## config.mk

```make
export PLATFORM = sky130hd
export DESIGN_NAME = elevator_controller
export DESIGN_NICKNAME = d
export VERILOG_FILES = /design/src/rtl/elevator_controller.sv
export SDC_FILE = /design/constraint.sdc
export NUM_CORES = 1
export LEC_CHECK = 0
export ABC_AREA = 1
export CORE_MARGIN = 4
export CORE_UTILIZATION = 47
export CTS_CLUSTER_DIAMETER = 40
export DETAILED_ROUTE_END_ITERATION = 16
export PLACE_DENSITY = 0.73
export SLEW_MARGIN = 10
export SYNTH_ARGS = -nofsm -noshare
export SYNTH_HDL_FRONTEND = slang
export SYNTH_SLANG_ARGS = --single-unit
```

## constraint.sdc

```tcl
create_clock -name clk -period 1.5 [get_ports clk]
set_input_delay 0.15 -clock clk [delete_from_list [all_inputs] [get_ports clk]]
set_output_delay 0.15 -clock clk [all_outputs]
set_load 0.02 [all_outputs]
```

## src/rtl/elevator_controller.sv

```systemverilog
// Three-floor elevator sequencing FSM with SCAN-order scheduling.
// Travel and door dwell are timed in cycles of the divided clock.
// Optional build macro: SOS_LATCH_EN makes the emergency sticky until reset.
//
// state     | meaning
// ----------+-----------------------------------------------------------
// IDLE      | parked at current_floor, door closed, picks the next move
// MOVE_UP   | travelling one floor up; repeats while requests lie above
// MOVE_DOWN | travelling one floor down; repeats while requests lie below
// DOOR_OPEN | dwelling at a stop; held open while the cabin is overweight
// EMERGENCY | SOS active: motion stopped, requests flushed, buttons ignored
module elevator_controller #(
    parameter int TRAVEL_TICKS = 3,
    parameter int DOOR_TICKS   = 2
) (
    input  logic       clk,
    input  logic       reset,
    input  logic       sos_button,
    input  logic       weight_sensor,
    input  logic       st_floor_button,
    input  logic       nd_floor_button,
    input  logic       rd_floor_button,
    output logic       st_floor_led,
    output logic       nd_floor_led,
    output logic       rd_floor_led,
    output logic       sos_led,
    output logic       weight_led,
    output logic       emergency_led,
    output logic [1:0] current_floor,
    output logic       door_open,
    output logic       moving_up,
    output logic       moving_down
);

    typedef enum logic [2:0] {
        IDLE,
        MOVE_UP,
        MOVE_DOWN,
        DOOR_OPEN,
        EMERGENCY
    } state_t;

    localparam int MAX_TICKS = (TRAVEL_TICKS > DOOR_TICKS) ? TRAVEL_TICKS : DOOR_TICKS;
    localparam int TW        = (MAX_TICKS > 1) ? $clog2(MAX_TICKS) : 1;
    localparam logic [TW-1:0] TRAVEL_LAST = TW'(TRAVEL_TICKS - 1);
    localparam logic [TW-1:0] DOOR_LAST   = TW'(DOOR_TICKS - 1);

    state_t          state, state_n;
    logic [1:0]      floor, floor_n;
    logic [2:0]      req, req_n;
    logic [TW-1:0]   timer, timer_n;
    logic            last_dir, last_dir_n;   // 1 = up
    logic            sos_q, weight_q;
    logic [2:0]      buttons, pend, pend_door;

    function automatic logic [2:0] floor_bit(input logic [1:0] f);
        case (f)
            2'd0:    floor_bit = 3'b001;
            2'd1:    floor_bit = 3'b010;
            2'd2:    floor_bit = 3'b100;
            default: floor_bit = 3'b000;
        endcase
    endfunction

    function automatic logic [2:0] above_mask(input logic [1:0] f);
        case (f)
            2'd0:    above_mask = 3'b110;
            2'd1:    above_mask = 3'b100;
            default: above_mask = 3'b000;
        endcase
    endfunction

    function automatic logic [2:0] below_mask(input logic [1:0] f);
        case (f)
            2'd1:    below_mask = 3'b001;
            2'd2:    below_mask = 3'b011;
            default: below_mask = 3'b000;
        endcase
    endfunction

    // Stop here if asked, otherwise head toward outstanding work; when work
    // lies on both sides keep going the way we last travelled.
    function automatic state_t schedule(input logic [2:0] p, input logic [1:0] f,
                                        input logic dir_up);
        logic up_any, dn_any;
        up_any = |(p & above_mask(f));
        dn_any = |(p & below_mask(f));
        if (|(p & floor_bit(f)))     schedule = DOOR_OPEN;
        else if (up_any && dn_any)   schedule = dir_up ? MOVE_UP : MOVE_DOWN;
        else if (up_any)             schedule = MOVE_UP;
        else if (dn_any)             schedule = MOVE_DOWN;
        else                         schedule = IDLE;
    endfunction

    assign buttons   = {rd_floor_button, nd_floor_button, st_floor_button};
    assign pend      = req | buttons;
    // A press at the floor whose door is already open is absorbed, not re-served.
    assign pend_door = pend & ~floor_bit(floor);

    // Next-state, position, timer and request bookkeeping.
    always_comb begin
        state_n    = state;
        floor_n    = floor;
        req_n      = req;
        timer_n    = timer;
        last_dir_n = last_dir;
        if (sos_button) begin
            state_n = EMERGENCY;
            timer_n = '0;
            req_n   = 3'b000;
        end else begin
            case (state)
                IDLE: begin
                    req_n   = pend;
                    timer_n = '0;
                    state_n = schedule(pend, floor, last_dir);
                end
                MOVE_UP: begin
                    req_n = pend;
                    if (timer == TRAVEL_LAST) begin
                        floor_n    = (floor == 2'd2) ? floor : floor + 2'd1;
                        timer_n    = '0;
                        last_dir_n = 1'b1;
                        if (|(pend & floor_bit(floor_n)))       state_n = DOOR_OPEN;
                        else if (|(pend & above_mask(floor_n))) state_n = MOVE_UP;
                        else                                    state_n = IDLE;
                    end else begin
                        timer_n = timer + TW'(1);
                    end
                end
                MOVE_DOWN: begin
                    req_n = pend;
                    if (timer == TRAVEL_LAST) begin
                        floor_n    = (floor == 2'd0) ? floor : floor - 2'd1;
                        timer_n    = '0;
                        last_dir_n = 1'b0;
                        if (|(pend & floor_bit(floor_n)))       state_n = DOOR_OPEN;
                        else if (|(pend & below_mask(floor_n))) state_n = MOVE_DOWN;
                        else                                    state_n = IDLE;
                    end else begin
                        timer_n = timer + TW'(1);
                    end
                end
                DOOR_OPEN: begin
                    req_n = pend_door;
                    if (timer == DOOR_LAST) begin
                        timer_n = '0;
                        if (!weight_sensor)
                            state_n = schedule(pend_door, floor, last_dir);
                    end else begin
                        timer_n = timer + TW'(1);
                    end
                end
                EMERGENCY: begin
                    req_n   = 3'b000;
                    timer_n = '0;
`ifdef SOS_LATCH_EN
                    state_n = EMERGENCY;
`else
                    state_n = IDLE;
`endif
                end
                default: begin
                    state_n = IDLE;
                    timer_n = '0;
                end
            endcase
        end
        if (state_n == DOOR_OPEN)
            req_n = req_n & ~floor_bit(floor_n);
    end

    // State, position, timer and request registers.
    always_ff @(posedge clk) begin
        if (reset) begin
            state    <= IDLE;
            floor    <= 2'd0;
            req      <= 3'b000;
            timer    <= '0;
            last_dir <= 1'b1;
        end else begin
            state    <= state_n;
            floor    <= floor_n;
            req      <= req_n;
            timer    <= timer_n;
            last_dir <= last_dir_n;
        end
    end

    // Registered copies of the SOS and weight inputs for the indicator LEDs.
    always_ff @(posedge clk) begin
        if (reset) begin
            sos_q    <= 1'b0;
            weight_q <= 1'b0;
        end else begin
`ifdef SOS_LATCH_EN
            sos_q    <= sos_q | sos_button;
`else
            sos_q    <= sos_button;
`endif
            weight_q <= weight_sensor;
        end
    end

    assign st_floor_led  = req[0];
    assign nd_floor_led  = req[1];
    assign rd_floor_led  = req[2];
    assign sos_led       = sos_q;
    assign weight_led    = weight_q;
    assign emergency_led = (state == EMERGENCY);
    assign current_floor = floor;
    assign door_open     = (state == DOOR_OPEN);
    assign moving_up     = (state == MOVE_UP);
    assign moving_down   = (state == MOVE_DOWN);

endmodule

```

After elaboration in Yosys (flattened, before gate mapping). Index checks and enable logic that the tools add are counted.

Reduce and logical (&&, ||, !) cells: 22. Equality and inequality tests: 17. Multiplexer cells: 75. Bitwise logic cells: 16. Add/sub/neg operators: 3.

Operators by type and width (count): 3-bit two-way mux (40); 3-bit one-hot mux with 3 select lines (5); 2-bit two-way mux (19); 3-bit bitwise AND (12); 3-bit OR reduction (11); 2-bit one-hot mux with 2 select lines (4); 3-bit one-hot mux with 2 select lines (2); 3-bit one-hot mux with 4 select lines (1); 2-bit by 1-bit == test with 1-bit output, second input constant (5); 2-bit == test, second input constant (5); 3-bit by 2-bit == test with 1-bit output, second input constant (3); 2-bit logical NOT (4); 3-bit NOT (2); 2-bit by 1-bit adder with 2-bit output, second input constant (2); 2-bit by 1-bit != test with 1-bit output, second input constant (2); 4-bit AND reduction (1); 2-bit OR reduction (2); 3-bit by 1-bit == test with 1-bit output, second input constant (1); 3-bit == test, second input constant (1); 3-bit logical NOT (1); 1-bit two-way mux (3); 3-bit bitwise OR (1); 1-bit logical AND (2); 1-bit one-hot mux with 2 select lines (1); other kinds (3) (3).

Register bits after elaboration: 13. Logic and storage cells: 140. Bits of input ports: 7.

Longest topological paths before layout.
Word-level depth: 25. Gate-level depth with buffers: 13.

Worst setup path after synthesis. No wires, ideal clock.

Path type: reg-to-reg. Start: register floor[1], in the netlist current_floor[1]. End: register req[1]. Arrival: 1.621 ns. Library setup time: 0.119 ns. Path slack: -0.240 ns. Cell stages (with the launch flop): 13. Cell sequence: dfxtp_1 inv_1 ha_1 nor2_1 nor2_1 nor2_1 nand2_1 nand2_1 o21ai_1 nor2_1 nand3_2 nor2_1 nor2_1.

Word-level cells in the longest chain between the ends: 18. Elaborated cells between the ends (all ways): 109. Those cells by class: 2 x add/sub; 9 x eq/ne; 68 x mux; 14 x bitwise; 16 x reduce/logical.

RTL lines: start, declared (RTL line 49) `logic [1:0] floor, floor_n;`; start signal, assigned (RTL line 183) `floor <= floor_n;`; branches (longest 17 deep; another with 2-bit by 1-bit adder with 2-bit output); 3-bit two-way mux (*) (RTL line 169) `if (state_n == DOOR_OPEN)`; end signal, assigned (RTL line 184) `req <= req_n;`; end, declared (RTL line 50) `logic [2:0] req, req_n;`.

Every way passes the cells marked *. The select of a mux whose other input is x is not followed. A chain may end at the register's enable or synchronous reset.

Final worst setup path.
Start: register floor[0], in the netlist current_floor[0]. End: register req[2].

The elaborated chain is that of the path after synthesis.

==> results.md <==
- Clk sinks: 13
- Pwr/cell area: 533.3 mW/mm^2
- RSZ-0062 raised after global routing: yes
- ANT cells: 0
- Commonest cells after routing, fill and taps aside: nand2_1 (38), nor2_1 (26), inv_1 (22)
- Slew @ Worst Pin: 0.3550 ns
- Total CTS buffers: 3
- Detailed placement HPWL: 2386 microns
- Sw frac: 33.00%
- Final Cycle Share: 109.8%
- Crit Path Class: reg2reg
- Row cnt: 16
- CP Data Arrival Time: 1.82 ns
- Final worst slack: -0.1469 ns
- Startpoint Class: register
- Pin count of the biggest net entering global routing: 9
- Die area: 0.003022 sq mm
- Mapped Nets: 187
- Clock share of power: 26.9%
- Post-Layout Inst Area: 0.001538 sq mm
- Register area share after synthesis: 25.09%
- Final slew viol count: 0
- Die height: 54.98 microns
- Commonest non-fill, non-tap cell in the layout: nand2_1
- First DRT Iteration DRCs: 34
- Layout cells sized above 1: 36.45%
- Register clock-pin slew on the reported worst setup and hold paths: 0.08 ns
- Vias/cell: 5.199
- Critical Path, Cell by Cell: inv_6, ha_2, nor2_2, nand2_1, nand2_1, nor2_2, nand3_1, o21ai_2, nor2_2, nand3_4, nor2_2, nor2_1
- Hold WS: 0.4816 ns
- Sequential power share: 44.8%
- CP bufs+invs: 1
- Final hold vios: 0
- Sw Pwr: 270.6 uW
- First-pass GRT wire length: 4761 microns
- Worst hold stages: 3
- Endpoints failing setup: 5
- Max Cap Viol: 0
- Initial core utilization: 51.30%
- Clock Tree Buf Depth: 2
- Io pins: 18
- Clock tree from TritonCTS: built
- Setup TNS: -0.5184 ns
- Vias: 1253
- Critical Path Most Common Cell: nor2_2
- R2R depth: 12
- WL/cell: 13.32 microns
- DRT Pass-1 Iters: 4
- Root Driver: clkbuf_4
- Critical path endpoint category: register
- Max-slew headroom: 76.25%
- Critical path depth: 12
- Initial antenna violation count: 0
- Cells after synthesis: 173
- Hold_buf cts: 0
- Critical Path RT: 1.67 ns
- Horiz. Die Dim: 54.98 microns
- Leak: 0.0007604 uW
- DRC: 0
- GRT Total Usage: 22.48%
- Netlist Area Pre-Place: 0.001037 sq mm
- Hold crit path type: in2reg
- Crit Path Max Fanout: 5
- GP Congestion: 0.9208
- Core region area: 0.002022 sq mm
- Pre-CTS setup slack: -0.2593 ns
- Average size of a mapped cell: 5.996 sq um
- CP peak stage delay: 0.40 ns
- Total wire length: 3209 microns
- Internal Power: 549.4 uW
- CP max-delay cell: dfxtp_4
- CTS H-tree lvls: 1
- Antenna viol nets, final: 0
- Run status: finished with violations
- Syn. warnings: 0
- Fmax: 0.6072 GHz
- Area grow syn2layout: 48.25%
- Net count, final: 229
- Worst-Skew Late Latency: 0.28 ns
- Post-place instance area: 0.001400 sq mm
- CP delay by family, top: simple AND/OR/NAND/NOR gates
- Failing checks: setup timing
- Part of the power in combinational logic: 28.3%
- Post-synth cell types: 21
- Vias in the first global route: 1146
- FF+latch count, synth: 13
- Global route overflow: 0
- Max rail drop VDD: 0.5576 mV
- Final Skew: 0.005532 ns
- Final min period: 1.647 ns
- PortBufs: 17
==> kinds of logic after synthesis <==
kind of cell / after synthesis / synth area share, %
fa+ha+maj: 7 / 8.444
flops: 13 / 25.09
buf+inv: 34 / 12.30
compound gates: 19 / 11.22
simple gates: 100 / 42.94
==> flip-flops by register name, indices dropped and copies added, names as in the netlist <==
| register | cells |
|---|---|
| state | 3 |
| last_dir | 1 |
| req | 3 |
| weight_led | 1 |
| sos_led | 1 |
| timer | 2 |
| current_floor | 2 |
==> path summary, 6_finish.rpt <==
check | startpoint | to | slack, ns
worst max-delay path | current_floor[0]$_SDFF_PP0_ | req[2]$_SDFF_PP0_ | -0.15
worst min-delay path | weight_sensor | weight_led$_SDFF_PP0_ | 0.48
worst max register to register | current_floor[0]$_SDFF_PP0_ | req[2]$_SDFF_PP0_ | -0.15
worst min register to register | timer[0]$_SDFF_PP0_ | timer[0]$_SDFF_PP0_ | 0.51
==> what timing repair did <==
action                                 CTS  global route
setup buffers                            2             1
endpoints found under the hold margin    0             0
pin swaps                                9            14
setup endpoints to repair               12            12
resized for setup                       23            23
==> final cells by class <==
| cell class | instances | area [sq um] |
|---|---|---|
| Fill cell | 153 | 484.2 |
| Clock inverter | 1 | 5.005 |
| Inverter | 33 | 133.9 |
| Clock buffer | 3 | 22.52 |
| Sequential cell | 13 | 267.8 |
| Multi-Input combinational cell | 126 | 763.2 |
| Tap cell | 27 | 33.78 |
| Timing Repair Buffer | 38 | 311.5 |
==> through the flow <==
| step | power, uW | instances | utilization [%] |
|---|---|---|---|
| 2_1_floorplan | 490.2 | 173 | - |
| 3_3_place_gp | 577.3 | 234 | 69.25 |
| 3_5_place_dp | 581.0 | 234 | 69.25 |
| 4_1_cts | 806.0 | 240 | 73.08 |
| 5_1_grt | 857.3 | 241 | 76.05 |
| 6_report | 820.0 | 241 | 76.05 |
==> Yosys cell counts (all sizes together) <==
master	n	area, sq um
nand2	48	197.7
clkbuf	1	3.750
o2111ai	3	26.28
dfxtp	13	260.3
nor3	2	10.01
ha	7	87.58
o22ai	2	12.51
inv	33	123.9
nand3	12	87.59
nor2	38	150.2
o21ai	9	48.80
a21oi	5	28.78
==> worst reg2reg max path, stage by stage (launching register included) <==
cell and delay (ns):
dfxtp_4 0.40, inv_6 0.05, ha_2 0.19, nor2_2 0.12, nand2_1 0.07, nand2_1 0.07, nor2_2 0.05, nand3_1 0.08
o21ai_2 0.06, nor2_2 0.18, nand3_4 0.11, nor2_2 0.11, nor2_1 0.05
==> power groups by stage <==
stage,combinational (uW),sequential [uW],clock (uW)
2_1_floorplan,108,382,0
3_3_place_gp,203,374,0
3_5_place_dp,206,375,0
4_1_cts,210,366,230
5_1_grt,250,369,238
6_report,232,368,220
==> metal layers <==
layer / GRT usage [%] / wire, microns / vias to the layer above
met1: 26.80 / 1219 / 572
met2: 39.96 / 1646 / 50
met5: 0 / 0 / -
li1: - / - / 622
met3: 5.362 / 288 / 9
met4: 6.073 / 55 / 0
(Power assumes the default switching activity.)
